**config.mk**
```make
export PLATFORM = sky130hd
export DESIGN_NAME = i2c_cond_det
export DESIGN_NICKNAME = d
export VERILOG_FILES = /design/src/rtl/i2c_mon_pkg.sv /design/src/rtl/i2c_line_filter.sv /design/src/rtl/i2c_cond_det.sv
export SDC_FILE = /design/constraint.sdc
export NUM_CORES = 1
export LEC_CHECK = 0
export CAP_MARGIN = 20
export CORE_MARGIN = 3
export CORE_UTILIZATION = 51
export DETAILED_ROUTE_END_ITERATION = 10
export PLACE_DENSITY = 0.75
export SYNTH_ARGS = -nofsm -noshare
export SYNTH_HDL_FRONTEND = slang
export SYNTH_HIERARCHICAL = 1
export SYNTH_SLANG_ARGS = --single-unit
```
**constraint.sdc**
```tcl
create_clock -name clk -period 1.4 [get_ports clk]
set_input_delay 0.21 -clock clk [delete_from_list [all_inputs] [get_ports clk]]
set_output_delay 0.21 -clock clk [all_outputs]
set_load 0.01 [all_outputs]
```
**src/rtl/i2c_mon_pkg.sv**
```systemverilog
// Shared definitions for the multi-channel I2C START/STOP/byte monitor.
package i2c_mon_pkg;

    typedef enum logic [1:0] {
        IDLE = 2'd0,
        BITS = 2'd1,
        ACK  = 2'd2
    } state_e;

    localparam int   BITS_PER_BYTE = 8;
    localparam logic LINE_IDLE     = 1'b1;

endpackage

```
**src/rtl/i2c_line_filter.sv**
```systemverilog
// Two-flop synchroniser followed by a FILT_LEN-sample glitch filter for one
// open-drain bus line; resets to the idle (released) level.
module i2c_line_filter
    import i2c_mon_pkg::*;
#(
    parameter int FILT_LEN = 4,
    parameter int FCW      = 8
) (
    input  logic clk_i,
    input  logic reset_i,
    input  logic line_i,
    output logic line_o
);

    localparam logic [FCW-1:0] CNT_LAST = FCW'(FILT_LEN - 1);

    logic           sync1_q;
    logic           sync2_q;
    logic           filt_q;
    logic           filt_d;
    logic [FCW-1:0] cnt_q;
    logic [FCW-1:0] cnt_d;

    // Filtered value follows the sample only after FILT_LEN consecutive disagreeing samples.
    always_comb begin
        filt_d = filt_q;
        cnt_d  = {FCW{1'b0}};
        if (sync2_q != filt_q) begin
            if (cnt_q == CNT_LAST) begin
                filt_d = sync2_q;
                cnt_d  = {FCW{1'b0}};
            end else begin
                cnt_d = cnt_q + FCW'(1);
            end
        end else begin
            cnt_d = {FCW{1'b0}};
        end
    end

    // Synchroniser, filter counter and filtered value registers.
    always_ff @(posedge clk_i or posedge reset_i) begin
        if (reset_i) begin
            sync1_q <= LINE_IDLE;
            sync2_q <= LINE_IDLE;
            filt_q  <= LINE_IDLE;
            cnt_q   <= {FCW{1'b0}};
        end else begin
            sync1_q <= line_i;
            sync2_q <= sync1_q;
            filt_q  <= filt_d;
            cnt_q   <= cnt_d;
        end
    end

    assign line_o = filt_q;

endmodule

```
**src/rtl/i2c_cond_det.sv**
```systemverilog
// Passive NCH-channel I2C monitor: START/rSTART/STOP pulses, busy level, bytes
// and ACK bits. Optional SCL-low timeout is built only when I2C_TIMEOUT_EN is defined.
module i2c_cond_det
    import i2c_mon_pkg::*;
#(
    parameter int NCH      = 1,
    parameter int FILT_LEN = 4,
    parameter int FCW      = 8
`ifdef I2C_TIMEOUT_EN
    , parameter int TO_CYC = 65536
`endif
) (
    input  logic             clk,
    input  logic             reset,
    input  logic [NCH-1:0]   sda_i,
    input  logic [NCH-1:0]   scl_i,
    output logic [NCH-1:0]   start_o,
    output logic [NCH-1:0]   rstart_o,
    output logic [NCH-1:0]   stop_o,
    output logic [NCH-1:0]   busy_o,
    output logic [NCH-1:0]   byte_vld_o,
    output logic [8*NCH-1:0] byte_o,
    output logic [NCH-1:0]   ack_vld_o,
    output logic [NCH-1:0]   ack_o,
    output logic [NCH-1:0]   timeout_o
);

    for (genvar ch = 0; ch < NCH; ch++) begin : g_ch
        logic       sda_f, scl_f, sda_p_q, scl_p_q;
        logic       start_c, stop_c, scl_rise_c, to_hit;
        state_e     state_q, state_d;
        logic [3:0] bit_cnt_q, bit_cnt_d;
        logic [6:0] shreg_q, shreg_d;
        logic [7:0] byte_q, byte_d;
        logic       ack_q, ack_d, busy_q, busy_d;
        logic       start_q, start_d, rstart_q, rstart_d, stop_q, stop_d;
        logic       bvld_q, bvld_d, avld_q, avld_d;

        i2c_line_filter #(.FILT_LEN(FILT_LEN), .FCW(FCW)) u_sda_filt (
            .clk_i(clk), .reset_i(reset), .line_i(sda_i[ch]), .line_o(sda_f)
        );
        i2c_line_filter #(.FILT_LEN(FILT_LEN), .FCW(FCW)) u_scl_filt (
            .clk_i(clk), .reset_i(reset), .line_i(scl_i[ch]), .line_o(scl_f)
        );

        // Requiring SCL stable across the sample pair turns coincident SDA/SCL edges into data.
        assign start_c    = sda_p_q & ~sda_f & scl_p_q & scl_f;
        assign stop_c     = ~sda_p_q & sda_f & scl_p_q & scl_f;
        assign scl_rise_c = ~scl_p_q & scl_f;

`ifdef I2C_TIMEOUT_EN
        localparam int TOW = $clog2(TO_CYC + 1);
        logic [TOW-1:0] to_cnt_q, to_cnt_d;
        logic           tout_q;

        assign to_hit = busy_q & ~scl_f & (to_cnt_q == TOW'(TO_CYC - 1));

        // SCL-low cycle counter, only meaningful while a transfer is in progress.
        always_comb begin
            to_cnt_d = {TOW{1'b0}};
            if (busy_q && !scl_f && !to_hit) begin
                to_cnt_d = to_cnt_q + TOW'(1);
            end else begin
                to_cnt_d = {TOW{1'b0}};
            end
        end

        // Timeout counter and pulse registers.
        always_ff @(posedge clk or posedge reset) begin
            if (reset) begin
                to_cnt_q <= {TOW{1'b0}};
                tout_q   <= 1'b0;
            end else begin
                to_cnt_q <= to_cnt_d;
                tout_q   <= to_hit;
            end
        end

        assign timeout_o[ch] = tout_q;
`else
        assign to_hit        = 1'b0;
        assign timeout_o[ch] = 1'b0;
`endif

        // State register together with the edge history and registered outputs.
        always_ff @(posedge clk or posedge reset) begin
            if (reset) begin
                sda_p_q   <= LINE_IDLE;
                scl_p_q   <= LINE_IDLE;
                state_q   <= IDLE;
                bit_cnt_q <= 4'd0;
                shreg_q   <= 7'd0;
                byte_q    <= 8'd0;
                ack_q     <= 1'b0;
                busy_q    <= 1'b0;
                start_q   <= 1'b0;
                rstart_q  <= 1'b0;
                stop_q    <= 1'b0;
                bvld_q    <= 1'b0;
                avld_q    <= 1'b0;
            end else begin
                sda_p_q   <= sda_f;
                scl_p_q   <= scl_f;
                state_q   <= state_d;
                bit_cnt_q <= bit_cnt_d;
                shreg_q   <= shreg_d;
                byte_q    <= byte_d;
                ack_q     <= ack_d;
                busy_q    <= busy_d;
                start_q   <= start_d;
                rstart_q  <= rstart_d;
                stop_q    <= stop_d;
                bvld_q    <= bvld_d;
                avld_q    <= avld_d;
            end
        end

        // Next-state logic: STOP/timeout win, then START, then SCL-driven bit progress.
        always_comb begin
            state_d = state_q;
            if (stop_c || to_hit) begin
                state_d = IDLE;
            end else if (start_c) begin
                state_d = BITS;
            end else begin
                case (state_q)
                    IDLE:    state_d = IDLE;
                    BITS:    state_d = (scl_rise_c && bit_cnt_q == 4'(BITS_PER_BYTE - 1)) ? ACK : BITS;
                    ACK:     state_d = scl_rise_c ? BITS : ACK;
                    default: state_d = IDLE;
                endcase
            end
        end

        // Output/datapath next values; byte_o and ack_o hold between updates.
        always_comb begin
            bit_cnt_d = bit_cnt_q;
            shreg_d   = shreg_q;
            byte_d    = byte_q;
            ack_d     = ack_q;
            busy_d    = busy_q;
            start_d   = 1'b0;
            rstart_d  = 1'b0;
            stop_d    = 1'b0;
            bvld_d    = 1'b0;
            avld_d    = 1'b0;
            if (stop_c) begin
                stop_d    = 1'b1;
                busy_d    = 1'b0;
                bit_cnt_d = 4'd0;
            end else if (to_hit) begin
                busy_d    = 1'b0;
                bit_cnt_d = 4'd0;
            end else if (start_c) begin
                start_d   = (state_q == IDLE);
                rstart_d  = (state_q != IDLE);
                busy_d    = 1'b1;
                bit_cnt_d = 4'd0;
            end else if (scl_rise_c) begin
                case (state_q)
                    BITS: begin
                        shreg_d   = {shreg_q[5:0], sda_f};
                        bit_cnt_d = bit_cnt_q + 4'd1;
                        if (bit_cnt_q == 4'(BITS_PER_BYTE - 1)) begin
                            byte_d = {shreg_q, sda_f};
                            bvld_d = 1'b1;
                        end else begin
                            bvld_d = 1'b0;
                        end
                    end
                    ACK: begin
                        ack_d     = sda_f;
                        avld_d    = 1'b1;
                        bit_cnt_d = 4'd0;
                    end
                    default: bit_cnt_d = bit_cnt_q;
                endcase
            end else begin
                bit_cnt_d = bit_cnt_q;
            end
        end

        assign start_o[ch]        = start_q;
        assign rstart_o[ch]       = rstart_q;
        assign stop_o[ch]         = stop_q;
        assign busy_o[ch]         = busy_q;
        assign byte_vld_o[ch]     = bvld_q;
        assign byte_o[8*ch +: 8]  = byte_q;
        assign ack_vld_o[ch]      = avld_q;
        assign ack_o[ch]          = ack_q;
    end

endmodule

```
==> results of run 1 <==
==> power groups by stage <==
stage                     Clock (uW)  Combinational [uW]  Sequential, uW
after floorplan                    0                 622            1960
after CTS                        925                 957            1970
after global placement             0                 849            1990
after detailed placement           0                 889            2010
after global routing             986                1210            2040
final                            892                1100            2010
==> worst max path at each step <==
| stage | start | end | slack [ns] | depth (start not counted) |
|---|---|---|---|---|
| after CTS | g_ch[0].state_q[0] | g_ch[0].bit_cnt_q[3] | -0.06 | 5 |
| final | g_ch[0].bit_cnt_q[0] | byte_o[1] | -0.09 | 5 |
| after global placement | g_ch[0].bit_cnt_q[0] | byte_o[3] | 0.005 | 4 |
| after detailed placement | g_ch[0].state_q[0] | g_ch[0].bit_cnt_q[3] | -0.07 | 5 |
| after floorplan | g_ch[0].u_scl_filt/line_o | byte_o[0] | -0.07 | 4 |
| after global routing | g_ch[0].state_q[0] | g_ch[0].bit_cnt_q[3] | -0.13 | 5 |
==> metrics by stage <==
stage	power [uW]	hold WS, ns	setup TNS (ns)	area [sq um]	worst slack, ns
4_1_cts	3850	0.210	-0.347	2840	-0.0609
5_1_grt	4240	0.250	-1.16	2930	-0.130
2_1_floorplan	2580	0.0603	-0.530	2300	-0.0662
3_3_place_gp	2840	0.346	0	2620	0.00461
6_report	4000	0.211	-0.732	2930	-0.0877
3_5_place_dp	2900	0.347	-0.475	2620	-0.0721
==> what timing repair did <==
item	in CTS	in global routing
endpoints found under the setup margin	26	33
setup buffers	7	4
resized for setup	31	22
pin swaps	3	9
==> state kept, by name, summed over array words and instances, names as in the netlist, 2 cells and up <==
name / flops
byte_o: 8
g_ch.bit_cnt_q: 4
g_ch.shreg_q: 7
g_ch.state_q: 2
g_ch.u_scl_filt/cnt_q: 8
g_ch.u_sda_filt/cnt_q: 8
==> synth_stat cells (all sizes together), types with 2 or more instances <==
cell type  number  area (sq um)
a21o            2          15.0
a21oi           7          42.5
a31oi           2          12.5
buf             2          15.0
dfrtp          44          1100
dfstp           8           210
ha              8           100
inv            11          41.3
mux2           18           203
nand2           8          30.0
nand3          10          50.1
nand3b          2          27.5
nand4           2          25.0
nor2           11          57.6
nor2b           2          12.5
nor3            3          15.0
nor3b           3          22.5
nor4b           2          30.0
o21ai          12          60.1
or3             6          37.5
xnor2           5          43.8
xor2            4          35.0
==> kinds of logic (layout without fill, tap and decap cells) <==
group,after synthesis,count (layout)
adders and majority gates,8,8
xor gates and xnor gates,9,9
muxes,18,18
DFF,52,52
and+or+nand+nor,54,54
AOI/OAI and AO/OA,29,29
other,1,1
buffers and inverters,14,59
==> final cells by class <==
type                       count  area, sq um
clock buffer                   5         68.8
clock inverter                 3         25.0
fill                         268         1250
inverter                      11         41.3
multi-input combinational    119         1040
sequential                    52         1310
tap                           50         62.6
timing repair buffer          40          374
==> routing by layer <==
| layer | wire, microns | track usage [%] |
|---|---|---|
| met1 | 1860 | 21.8 |
| met3 | 179 | 5.23 |
| met5 | 0 | 0 |
| met4 | 106 | 7.38 |
| met2 | 2250 | 30.3 |
==> critical path: cells and delay by family, from the launching register on <==
family | cells | cell delay [ns]
buffers and inverters | 1 | 0.14
multiplexers | 1 | 0.30
AND/OR/NAND/NOR | 2 | 0.36
flip-flops | 1 | 0.39
adder cells (fa/ha/maj) | 1 | 0.19
==> cell usage in the layout (no fill, tap or decap), types with 2 or more instances in the layout <==
master,n
inv_1,9
inv_2,2
buf_4,16
mux2_2,10
ha_4,3
buf_12,2
dlygate4sd2_1,13
dfrtp_1,42
o21ai_0,9
nor3b_2,2
xor2_1,4
dfstp_2,8
nand3_1,10
buf_6,4
nor4b_2,2
o21ai_1,3
a21oi_2,3
clkdlybuf4s50_1,3
a31oi_1,2
dlymetal6s2s_1,2
or3_1,6
xnor2_1,4
nand2_1,5
nor3_1,3
mux2_4,8
a21oi_1,4
nand4_2,2
a21o_2,2
nand2_2,3
nor2_1,10
dfrtp_2,2
clkbuf_8,5
ha_1,4
inv_6,2
==> flow_summary.json, run 1 <==
{
  "status": "finished, violations left",
  "violations": "negative setup slack",
  "ff2ff_setup_slack_ns": -0.09,
  "async_flop_share_pct": 100,
  "synthAdderAreaFrac_pct": 4.36,
  "muxShareOfSynthArea_pct": 8.83,
  "power.share.clock_pct": 22.3,
  "placement.io_buffers": 18,
  "die-area_sq_mm": 0.00534,
  "internal_power_uw": 2650,
  "crit_type": "reg -> reg",
  "nets": 241,
  "grtUsageTotal_pct": 18.1,
  "fin_skew_ns": 0.0112,
  "htreeDepth": 2,
  "tritoncts": "yes",
  "path_clk_slew_ns": 0.10,
  "fin_util_pct": 70.1,
  "drive_above_1_share_pct": 37.8,
  "synth_nets": 197,
  "cp_slowest_cell": "dfrtp_1",
  "power_density_mw_per_mm2": 1370,
  "numCtsBuffers": 5,
  "fmax_mhz": 672,
  "ys.flop_type": "dfrtp_1",
  "cp_slowest_stage_delay_ns": 0.39,
  "finalSetupViolations": 10,
  "crit_chain": "ha_2 -> nand3b_1 -> nor2_8 -> buf_6 -> mux2_4",
  "cts_hold_buffers": 0,
  "crit_arrival_ns": 1.70,
  "drc": 0,
  "comb_power_share_pct": 27.5,
  "hold_viol": 0,
  "grt_overflow": 0,
  "clk_path_buf_depth": 2,
  "crit_required_ns": 1.61,
  "path_max_fanout": 4,
  "grt_pass1_wl_microns": 7320,
  "avgViaCountPerCell": 5.58,
  "n_antenna_cell": 0,
  "cap_violations": 0,
  "synth_area_sq_mm": 0.00229,
  "worstReg2RegEnd": "byte_o[1]",
  "dp.final_hpwl_microns": 2830,
  "grt_max_degree": 25,
  "yosysWarningCount": 6,
  "fp-row-count": 23,
  "die_w_microns": 73.1,
  "min_period_ns": 1.49,
  "synth_edf_count": 0,
  "worst_r2r_startpoint": "g_ch[0].bit_cnt_q[0]",
  "ys_seq_area_share_pct": 57.1,
  "p_sw_share_pct": 33.7,
  "synth-compound-area-share_pct": 8.02,
  "synthCells": 185,
  "wl_per_cell_microns": 15.7,
  "maxSlewViolCount": 0,
  "wirelength_microns": 4400,
  "post_synth_num_cell_types": 38,
  "die_h_microns": 73.1,
  "dp_cells": 262,
  "ir_drop_mv": 0.751,
  "num_vias": 1562,
  "synth-simple-area-share_pct": 15.4,
  "coreArea_sq_mm": 0.00417,
  "p_leak_uw": 0.00144,
  "clock_sinks": 52,
  "synth_xor_area_share_pct": 3.44,
  "synth_seq_cells": 52,
  "start_util_pct": 55.0,
  "end_kind": "flip-flop",
  "seqPwrFrac_pct": 50.2,
  "synth_top_family_by_area": "simple AND/OR/NAND/NOR gates",
  "rr_worst_depth": 5,
  "cp-start-kind": "flip-flop",
  "place.gp.congestion": 0.861,
  "first_iter_violations": 55,
  "pin_count": 20,
  "synthToLayoutAreaGrowth_pct": 27.5,
  "min_path_type": "in -> async",
  "grt_pass1_vias": 1567,
  "cts-root-buf": "clkbuf_8",
  "antenna_found_initial": 0,
  "p_switching_uw": 1350,
  "ant_nets": 0,
  "final.period_utilization_pct": 106,
  "clock_latency_ns": 0.32,
  "first_pass_iters": 4,
  "avgSynthCellArea_sq_um": 12.4,
  "rsz0062_at_grt": "true",
  "layout.cells.non_filler": 280,
  "setup_slack_ns": -0.0877
}
No activity file was read; power rests on OpenSTA's default activity.
==> run 2, diff against run 1 <==
Settings changed: CORE_UTILIZATION 51 to 55, PLACE_DENSITY 0.75 to 0.77.
Clock period 1.4 ns to 1.7 ns, I/O delays scaled along.
==> flow_summary.json, run 2 (synthesis gave the netlist of run 1 again) <==
{
  "synthToLayoutAreaGrowth_pct": 14.1,
  "start_util_pct": 60.0,
  "dp_cells": 251,
  "final.setup.tns_ns": 0,
  "ant_nets": 0,
  "cts-root-buf": "clkbuf_8",
  "p_sw_share_pct": 32.1,
  "rsz0062_at_grt": "false",
  "crit_buf_inv": 1,
  "fmax_mhz": 630,
  "cp-endpoint": "byte_o[4]",
  "min_period_ns": 1.59,
  "cts_repair_resize_count": 0,
  "postCtsSetupBuffers": 0,
  "crit_start": "g_ch[0].state_q[1]",
  "final_cell_mix": "dfrtp_1, mux2_2, clkdlybuf4s50_1",
  "path_max_fanout": 10,
  "wl_per_cell_microns": 14.6,
  "ff2ff_setup_slack_ns": 0.11,
  "place.gp.congestion": 0.815,
  "cts_hold_buffers": 0,
  "fin_area_sq_mm": 0.00262,
  "first_pass_iters": 4,
  "p_leak_uw": 0.00121,
  "nets": 222,
  "cap_violations": 0,
  "rr_worst_depth": 5,
  "layout.cells.non_filler": 259,
  "dp.final_hpwl_microns": 2890,
  "p_switching_uw": 956,
  "antenna_found_initial": 0,
  "wirelength_microns": 3790,
  "internal_power_uw": 2020,
  "crit_type": "reg -> reg",
  "coreArea_sq_mm": 0.00383,
  "postPlaceCellArea_sq_mm": 0.00254,
  "crit_required_ns": 1.89,
  "final.period_utilization_pct": 93.3,
  "fin_skew_ns": 0.00788,
  "worstReg2RegEnd": "byte_o[4]",
  "comb_power_share_pct": 22.4,
  "final_common_cell": "dfrtp_1",
  "cp_slowest_stage_delay_ns": 0.40,
  "grt_overflow": 0,
  "fp-row-count": 22,
  "hold_viol": 0,
  "grt_pass1_vias": 1538,
  "die_h_microns": 70.6,
  "grtUsageTotal_pct": 17.4,
  "end_kind": "flip-flop",
  "drc": 0,
  "placement.io_buffers": 18,
  "first_iter_violations": 60,
  "path_clk_slew_ns": 0.09,
  "crit_chain": "inv_1 -> ha_1 -> nand3b_4 -> nor2_8 -> mux2_2",
  "fin_util_pct": 68.4,
  "num_vias": 1453,
  "clk_path_buf_depth": 2,
  "numCtsBuffers": 5,
  "die-area_sq_mm": 0.00498,
  "worst_r2r_startpoint": "g_ch[0].state_q[1]",
  "cp_slowest_cell": "dfrtp_1",
  "drive_above_1_share_pct": 21.8,
  "clock_sinks": 52,
  "seqPwrFrac_pct": 55.3,
  "crit_arrival_ns": 1.78,
  "power.share.clock_pct": 22.3,
  "maxSlewViolCount": 0,
  "grt_max_degree": 31,
  "pin_count": 20,
  "crit_cells": 5,
  "htreeDepth": 2,
  "grt_pass1_wl_microns": 6930,
  "clock_latency_ns": 0.30,
  "finalSetupViolations": 0,
  "n_antenna_cell": 0,
  "avgViaCountPerCell": 5.61,
  "status": "finished clean",
  "cp-start-kind": "flip-flop",
  "die_w_microns": 70.6,
  "ir_drop_mv": 0.928,
  "power_density_mw_per_mm2": 1140,
  "crit_family": "simple AND/OR/NAND/NOR gates",
  "tritoncts": "yes",
  "min_path_type": "in -> async"
}
==> run 2: cell count changes in the layout (fill, tap and decap cells not counted), sizes merged <==
cell / previous run / this run
clkdlybuf4s50: 3 / 18
inv: 13 / 11
dlymetal6s2s: 2 / 0
clkinv: 0 / 1
dlygate4sd2: 13 / 0
clkbuf: 5 / 7
buf: 22 / 3
clkinvlp: 1 / 0
==> run 2: layout make-up <==
type                            count  area (sq um)
Timing Repair Buffer               21           203
Clock inverter                      1          5.00
Clock buffer                        7          76.3
Sequential cell                    52          1310
Inverter                           11          41.3
Tap cell                           48          60.1
Multi-Input combinational cell    119           922
Fill cell                         276          1210
==> run 2: worst min path at each step <==
stage | to | depth (start not counted)
global placement | g_ch[0].u_scl_filt/sync2_q | 0
detailed placement | g_ch[0].u_sda_filt/sync2_q | 0
global route | g_ch[0].u_sda_filt/cnt_q[3] | 2
finish | g_ch[0].u_scl_filt/cnt_q[5] | 2
floorplan | g_ch[0].u_scl_filt/cnt_q[0] | 1
CTS | g_ch[0].u_sda_filt/cnt_q[2] | 2
==> run 2: power groups by stage <==
| stage | clock [uW] | combinational, uW | sequential, uW |
|---|---|---|---|
| detailed placement | 0 | 672 | 1670 |
| floorplan | 0 | 494 | 1610 |
| global placement | 0 | 631 | 1650 |
| global route | 747 | 748 | 1680 |
| CTS | 695 | 675 | 1640 |
| finish | 663 | 666 | 1650 |
==> run 2: through the flow <==
step	hold WS, ns	setup slack [ns]	total power (uW)
5_1_grt	0.343	0.0288	3170
3_3_place_gp	0.346	0.197	2290
4_1_cts	0.302	0.106	3010
3_5_place_dp	0.348	0.114	2340
6_report	0.286	0.114	2970
2_1_floorplan	0.105	0.174	2110
==> run 2: routing by layer <==
| metal | routed length, microns | track usage (%) | up-vias |
|---|---|---|---|
| met5 | 0 | 0 | - |
| met4 | 49 | 4.80 | 0 |
| met3 | 129 | 4.69 | 6 |
| met2 | 1990 | 31.1 | 29 |
| met1 | 1620 | 20.8 | 721 |
| li1 | - | - | 697 |
==> run 2: worst reg2reg max path, cell delays in order, from the launching register on <==
cell and delay, ns:
dfrtp_1 0.40, inv_1 0.09, ha_1 0.21, nand3b_4 0.18, nor2_8 0.23, mux2_2 0.36
==> run 3, diff against run 2 <==
Settings changed: CORE_ASPECT_RATIO set to 1.25, SETUP_SLACK_MARGIN set to 0.5.
==> flow_summary.json, run 3 (synthesis gave the netlist of run 1 again) <==
{
  "min_path_type": "in -> async",
  "wl_per_cell_microns": 16.4,
  "finalSetupViolations": 0,
  "fmax_mhz": 677,
  "final_common_cell": "dfrtp_1",
  "cp_slowest_cell": "dfrtp_1",
  "coreArea_sq_mm": 0.00391,
  "cp_slowest_stage_delay_ns": 0.42,
  "multiInputGateArea_sq_mm": 0.00119,
  "p_leak_uw": 0.00149,
  "drive_above_1_share_pct": 54.4,
  "first_pass_iters": 4,
  "crit_chain": "buf_6 -> ha_4 -> buf_4 -> and3b_2 -> mux2_4",
  "grt_max_degree": 31,
  "fin_util_pct": 81.0,
  "path_clk_slew_ns": 0.10,
  "crit_required_ns": 1.91,
  "grt_pass1_vias": 1769,
  "crit_buf_inv": 2,
  "htreeDepth": 2,
  "start_util_pct": 58.7,
  "internal_power_uw": 2410,
  "finalPower_uw": 3650,
  "worst_r2r_startpoint": "g_ch[0].state_q[1]",
  "crit_type": "reg -> reg",
  "p_switching_uw": 1250,
  "grtUsageTotal_pct": 21.8,
  "clk_path_buf_depth": 2,
  "placement.io_buffers": 18,
  "pin_count": 20,
  "grt_overflow": 0,
  "clock_latency_ns": 0.31,
  "synthToLayoutAreaGrowth_pct": 37.9,
  "final_cell_mix": "dfrtp_1, buf_4, mux2_4",
  "die_w_microns": 63.8,
  "worstReg2RegEnd": "ack_o",
  "nets": 261,
  "crit_arrival_ns": 1.69,
  "seqPwrFrac_pct": 45.2,
  "rr_worst_depth": 5,
  "ir_drop_mv": 0.834,
  "tritoncts": "yes",
  "seq_area_sq_mm": 0.00132,
  "status": "finished clean",
  "final.period_utilization_pct": 86.9,
  "min_period_ns": 1.48,
  "drc": 0,
  "rsz0062_at_grt": "true",
  "fillers": 198,
  "numCtsBuffers": 5,
  "power_density_mw_per_mm2": 1150,
  "fin_skew_ns": 0.0174,
  "die-area_sq_mm": 0.00499,
  "num_vias": 1658,
  "n_antenna_cell": 0,
  "ant_nets": 0,
  "cts-root-buf": "clkbuf_8",
  "crit_family": "flip-flops",
  "hold_viol": 0,
  "clock_sinks": 52,
  "final.setup.tns_ns": 0,
  "power.share.clock_pct": 19.8,
  "die_h_microns": 78.2,
  "maxSlewViolCount": 0,
  "p_sw_share_pct": 34.2,
  "cp-start-kind": "flip-flop",
  "path_max_fanout": 4,
  "dp.final_hpwl_microns": 2870,
  "place.gp.congestion": 0.776,
  "avgViaCountPerCell": 5.45,
  "grt_pass1_wl_microns": 8330,
  "fp-row-count": 25,
  "wirelength_microns": 4980,
  "cap_violations": 0,
  "antenna_found_initial": 0,
  "ff2ff_setup_slack_ns": 0.22,
  "end_kind": "flip-flop",
  "first_iter_violations": 116,
  "comb_power_share_pct": 34.9
}
[run 3: cell types whose count changed in the layout (fill, tap and decap cells not counted), sizes merged]
cell           delta
clkdlybuf4s50    -15
clkbuf            +3
buf              +46
clkdlybuf4s15     +2
inv               +1
clkinv            +1
nor2              +1
[run 3: per-stage QoR]
step | hold WS [ns] | setup WS [ns] | cell area [sq um] | instances
6_report | 0.269 | 0.223 | 3170 | 304
5_1_grt | 0.328 | 0.178 | 3170 | 304
4_1_cts | 0.279 | 0.276 | 3070 | 292
3_5_place_dp | 0.348 | 0.125 | 2610 | 257
3_3_place_gp | 0.346 | 0.173 | 2610 | 257
2_1_floorplan | 0.105 | 0.238 | 2370 | 185
[run 3: worst max-delay path by stage]
| stage | end | from | cells after the start |
|---|---|---|---|
| 6_report | ack_o | g_ch[0].state_q[1] | 5 |
| 5_1_grt | g_ch[0].bit_cnt_q[3] | g_ch[0].state_q[1] | 5 |
| 4_1_cts | byte_o[1] | g_ch[0].state_q[1] | 5 |
| 3_5_place_dp | byte_o[2] | g_ch[0].state_q[1] | 5 |
| 3_3_place_gp | byte_o[2] | g_ch[0].state_q[1] | 5 |
| 2_1_floorplan | byte_o[0] | g_ch[0].u_scl_filt/line_o | 4 |
[run 3: area by class of cell]
class	count	share of cell area [%]
Sequential cell	52	41.5
Multi-Input combinational cell	120	37.5
Timing Repair Buffer	59	14.5
Clock buffer	5	2.17
Tap cell	54	2.13
Inverter	11	1.30
Clock inverter	3	0.830
[run 3: power by group through the flow]
stage	registers [uW]	clock network (uW)	logic [uW]
finish	1650	725	1280
global placement	1670	0	670
CTS	1630	736	1070
global route	1680	800	1390
floorplan	1630	0	563
detailed placement	1680	0	712
[run 3: what timing repair did]
action                                  CTS  global route
buffers inserted                         26            12
pin swaps                                15            10
hold buffers                              0             0
resized for setup                        79            29
cloned                                    1             0
endpoints found under the setup margin   55            54
[run 3: per-layer routing]
layer / up-vias / global-route usage [%] / wire length, microns
met5: - / 0 / 0
met4: 0 / 9.29 / 108
met3: 12 / 4.72 / 135
met2: 35 / 39.2 / 2740
met1: 831 / 24.6 / 1990
li1: 780 / - / -
